[src/rtl/if_id_fetch.sv]
// MIPS32 instruction-fetch stage with IF/ID pipeline register: PC, imem address, stall/redirect/wait handling.
// Optional flush/stall event counters are built when IF_ID_STATS_EN is defined.
//
// state    | meaning
// ---------+-------------------------------------------------------------
// RUN      | normal fetch, or a bubble while imem_ready is low
// HOLD     | stall asserted; PC and IF/ID contents frozen
// REDIRECT | cycle after branch_taken; IF/ID holds the flush bubble
module if_id_fetch #(
  parameter logic [31:0] RESET_PC  = 32'h0000_0000,
  parameter logic [31:0] NOP_INSTR = 32'h0000_0000
) (
  input  logic        clk,
  input  logic        rst_n,
  output logic [31:0] imem_addr,
  input  logic [31:0] imem_rdata,
  input  logic        imem_ready,
  input  logic        stall,
  input  logic        branch_taken,
  input  logic [31:0] branch_target,
  output logic        id_valid,
  output logic [31:0] id_instr,
  output logic [5:0]  id_opcode,
  output logic [31:0] id_pc_plus4
`ifdef IF_ID_STATS_EN
  ,
  output logic [15:0] stat_flush_cnt,
  output logic [15:0] stat_stall_cnt
`endif
);

  localparam logic [1:0] ST_RUN      = 2'd0;
  localparam logic [1:0] ST_HOLD     = 2'd1;
  localparam logic [1:0] ST_REDIRECT = 2'd2;

  logic [31:0] r_pc;
  logic        r_id_valid;
  logic [31:0] r_id_instr;
  logic [31:0] r_id_pc_plus4;
  logic [1:0]  r_state;
  logic [1:0]  w_next_state;
  logic [31:0] w_pc_plus4;
  logic        w_unused_tgt;

  assign w_pc_plus4   = r_pc + 32'd4;
  // Branch targets are word-aligned by dropping the low two bits.
  assign w_unused_tgt = ^branch_target[1:0];

  always_ff @(posedge clk or negedge rst_n) begin
    if (!rst_n) begin
      r_pc          <= RESET_PC;
      r_id_valid    <= 1'b0;
      r_id_instr    <= NOP_INSTR;
      r_id_pc_plus4 <= 32'h0000_0000;
    end else if (branch_taken) begin
      r_pc       <= {branch_target[31:2], 2'b00};
      r_id_valid <= 1'b0;
      r_id_instr <= NOP_INSTR;
    end else if (stall) begin
      r_pc <= r_pc;
    end else if (!imem_ready) begin
      r_id_valid <= 1'b0;
      r_id_instr <= NOP_INSTR;
    end else begin
      r_id_instr    <= imem_rdata;
      r_id_pc_plus4 <= w_pc_plus4;
      r_id_valid    <= 1'b1;
      r_pc          <= w_pc_plus4;
    end
  end

  always_comb begin
    w_next_state = ST_RUN;
    case (r_state)
      ST_HOLD: begin
        if (branch_taken)  w_next_state = ST_REDIRECT;
        else if (stall)    w_next_state = ST_HOLD;
        else               w_next_state = ST_RUN;
      end
      ST_REDIRECT: begin
        if (branch_taken)  w_next_state = ST_REDIRECT;
        else if (stall)    w_next_state = ST_HOLD;
        else               w_next_state = ST_RUN;
      end
      default: begin
        if (branch_taken)  w_next_state = ST_REDIRECT;
        else if (stall)    w_next_state = ST_HOLD;
        else               w_next_state = ST_RUN;
      end
    endcase
  end

  always_ff @(posedge clk or negedge rst_n) begin
    if (!rst_n) r_state <= ST_RUN;
    else        r_state <= w_next_state;
  end

  assign imem_addr   = r_pc;
  assign id_valid    = r_id_valid;
  assign id_instr    = r_id_instr;
  assign id_opcode   = r_id_instr[31:26];
  assign id_pc_plus4 = r_id_pc_plus4;

`ifdef IF_ID_STATS_EN
  logic [15:0] r_flush_cnt;
  logic [15:0] r_stall_cnt;

  // Both counters saturate rather than wrap.
  always_ff @(posedge clk or negedge rst_n) begin
    if (!rst_n) begin
      r_flush_cnt <= 16'h0000;
      r_stall_cnt <= 16'h0000;
    end else begin
      if (branch_taken && (r_flush_cnt != 16'hFFFF))
        r_flush_cnt <= r_flush_cnt + 16'd1;
      if (stall && !branch_taken && (r_stall_cnt != 16'hFFFF))
        r_stall_cnt <= r_stall_cnt + 16'd1;
    end
  end

  assign stat_flush_cnt = r_flush_cnt;
  assign stat_stall_cnt = r_stall_cnt;
`endif

endmodule

[config.mk]
export PLATFORM = sky130hd
export DESIGN_NAME = if_id_fetch
export DESIGN_NICKNAME = d
export VERILOG_FILES = /design/src/rtl/if_id_fetch.sv
export SDC_FILE = /design/constraint.sdc
export NUM_CORES = 1
export LEC_CHECK = 0
export BUFFER_PORTS_ARGS = -buffer_cell sky130_fd_sc_hd__buf_4
export CORE_MARGIN = 1
export CORE_UTILIZATION = 50
export CTS_BUF_LIST = sky130_fd_sc_hd__clkbuf_2 sky130_fd_sc_hd__clkbuf_4 sky130_fd_sc_hd__clkbuf_8
export DETAILED_ROUTE_END_ITERATION = 6
export HOLD_SLACK_MARGIN = 0.08
export PLACE_DENSITY = 0.81
export SYNTH_ARGS = -nofsm -noshare
export SYNTH_HDL_FRONTEND = slang
export SYNTH_SLANG_ARGS = --single-unit
[constraint.sdc]
create_clock -name clk -period 3.4 [get_ports clk]
set_input_delay 0.34 -clock clk [delete_from_list [all_inputs] [get_ports clk]]
set_output_delay 0.34 -clock clk [all_outputs]
set_load 0.01 [all_outputs]
==> summary.txt <==
Pwr
  – Cell area power density: 454 nW/µm²
  – Worst VDD drop: between 0.2 and 0.25 mV
  – Pleak: 2.71 nW
  – Tot Pwr: around 2.7 mW

Setup path
  – CP peak stage delay: ~0.64 ns
  – Slowest-stage cell, CP: or4_1
  – WS Path Type: flip-flop to flip-flop
  – CP arrival: 2.74 ns
  – Critical Path RT: 3.68 ns
  – Crit Path Max Fanout: 16
  – Crit path capture type: flip-flop
  – Worst path cell trace: and4_2 -> nand4_1 -> or4_1 -> a31oi_1
  – Startpoint types: flip-flop

Drt
  – Antenna Violating Nets Remaining: 0
  – DR vias: 4219
  – DRC viols: 36
  – DRT iter0 DRCs: around 260
  – Routed WL: 12.4 mm
  – 1st-pass router iterations: 7
  – DR WL/cell: 17.1 µm
  – Via/cell ratio: 5.81

STA
  – RSZ-0062 raised after global routing: false
  – Final-report setup violation count: 0
  – Slew HR: 17.2%
  – F_max: between 0.4 and 0.5 GHz
  – Pins over their slew limit: 0
  – Minimum clock period after layout: 2.46 ns
  – Final period util: between 70 and 80%
  – Hold Vio Cnt, Final: 0
  – Worst-Margin Slew: ~1.2 ns
  – Setup_tns: 0 ns
  – Layout Skew: around 0.013 ns

Final layout
  – Nets: 683
  – Fillers: 676
  – Share of layout cells above drive strength 1: 31.2%
  – # diodes: 0
  – Fin util: between 60% and 70%
  – Area delta synth->final: 31.5%

Global routing
  – First-pass GRT wire length: 20.3 mm
  – Initial antenna violation count: 0
  – Congestion Overflow GR: 0
  – Largest net degree at the start of global routing: 81
  – GRT Overall Usage: 26.4%
  – Number of global-route vias before repair: 4006

Floorplanning
  – Core Region: roughly 8800 µm²
  – Die X: between 90 and 100 µm
  – Initial Util: 52.2%
  – Top Ports: 172
  – Die area: approximately 9600 µm²
  – FP Rows: 34
  – Die Height: a little under 100 µm

Clock tree
  – CTS Buf Count: 9
  – H-tree level count: 3
  – Setup bufs post-CTS: 0
  – CTS tree: built
  – Clock-pin transition on the worst setup and hold timing paths: roughly 0.10 ns
  – Root buf cell: clkbuf_8
  – CTS Hold Bufs: 0
  – Max Buffers Root-to-Sink: 2
  – Post_cts resized: 0
  – Later-pin clock latency in the skew report: 0.36 ns
  – Sink Count: 93

Yosys
  – Synthesized cell area: 4590 µm²
  – EDFF count, synth: 0
  – Synth Instances: 475
  – Mean Syn Cell Area: around 9.7 µm²
  – Flops & latches, synth: slightly above 90
  – Main synth FF type: dfrtp_1
  – FFs w/ async S/R, synth: 100%
  – Synth warn: 0
  – Yosys cell types: 31
  – Seq/Total Area, Yosys: 50.7%

Job
  – Max_cap viols: 0

Place
  – Port-buffer cells: 165
  – Post-DP HPWL: between 8 and 9 mm
  – Routability cong.: 0.867

Status
  – Status: finished, violations left
  – Failing checks: design-rule violations

Min path
  – Hold Path Class: primary input to asynchronous set/reset pin
[flip-flops by register name, summed over array words and instances, names as in the netlist]
| name | flops |
|---|---|
| imem_addr | 30 |
| id_pc_plus4 | 30 |
| id_valid | 1 |
| id_instr | 32 |
[stage by stage]
step | instance area, µm² | setup WS (ns) | hold slack, ns | instances
finish | 6040 | 0.942 | 0.110 | 726
global route | 6040 | 0.826 | 0.187 | 726
CTS | 6040 | 0.988 | 0.171 | 726
detailed placement | 5810 | 1.04 | 0.465 | 710
global placement | 5810 | 1.11 | 0.463 | 710
floorplan | 4610 | 1.49 | 0.0444 | 478
[cells by family (layout without fill, tap and decap cells)]
family	after synthesis	after routing	share of synthesized area, %
AOI/OAI and AO/OA	118	118	17.4
xor gates and xnor gates	26	26	4.96
adders and majority gates	1	1	0.272
buffers and inverters	52	192	5.36
DFF	93	93	50.7
muxes	1	1	0.218
other	1	4	0.0816
and+or+nand+nor	183	183	21.0
[routing by layer]
layer	vias up	track usage, %	routed length [µm]
met5	-	0	0
met4	0	7.46	196
met3	17	5.30	959
met2	198	40.4	5700
met1	1981	38.4	5530
li1	2023	-	-
[path summary, 6_finish.rpt]
path | start | to | slack [ns] | depth (start not counted)
setup / recovery | imem_addr[6]$_DFFE_PN0N_ | imem_addr[25]$_DFFE_PN0N_ | 0.94 | 4
hold / removal | rst_n | imem_addr[26]$_DFFE_PN0N_ | 0.11 | 1
setup reg to reg | imem_addr[6]$_DFFE_PN0N_ | imem_addr[25]$_DFFE_PN0N_ | 0.94 | 4
hold reg to reg | id_valid$_DFFE_PN0P_ | id_valid$_DFFE_PN0P_ | 0.48 | 2
max in group asynchronous | rst_n | id_pc_plus4[23]$_DFFE_PN0P_ | 2.55 | 2
min in group clk | branch_target[7] | imem_addr[7]$_DFFE_PN0N_ | 0.19 | 3
[placed cells by master (no fill, tap or decap), types with 18 or more instances in the layout]
master   count
a22o_1      32
a31oi_1     27
buf_4      173
dfrtp_1     93
nand2_1     52
nand3_1     18
nand4_1     20
nor2_1      32
o21ai_0     37
o31ai_1     18
or4_1       22
[cell type report]
class | count | area [µm²] | area share, %
Clock inverter | 6 | 93.8 | 1.55
Inverter | 3 | 11.3 | 0.186
Sequential cell | 93 | 2330 | 38.5
Clock buffer | 10 | 131 | 2.18
Timing Repair Buffer | 173 | 1300 | 21.5
Tap cell | 108 | 135 | 2.24
Multi-Input combinational cell | 333 | 2040 | 33.8
[report_power, final]
group / internal (mW) / total, mW / switching (mW) / leakage [nW]
clock: 0.429 / 0.836 / 0.406 / 0.111
sequential: 1.22 / 1.34 / 0.126 / 1.16
combinational: 0.285 / 0.563 / 0.278 / 1.44
[cells in the mapped netlist, types with 11 or more instances]
library cell	number	area (µm²)
or4_1	22	165
a22o_1	32	280
xnor2_1	17	149
dfrtp_1	93	2330
nand3_1	18	90.1
a31oi_1	27	169
clkbuf_1	28	105
o31ai_1	18	135
buf_2	11	55.1
nand2_1	52	195
nor2_1	33	124
o21ai_0	37	185
nand4_1	20	125
[critical path, delay by kind of cell, from the launching register on]
kind | cells | cell delay, ns
simple gates | 3 | 1.61
compound gates | 1 | 0.17
flops | 1 | 0.59
Power figures use the tool's default switching activity.
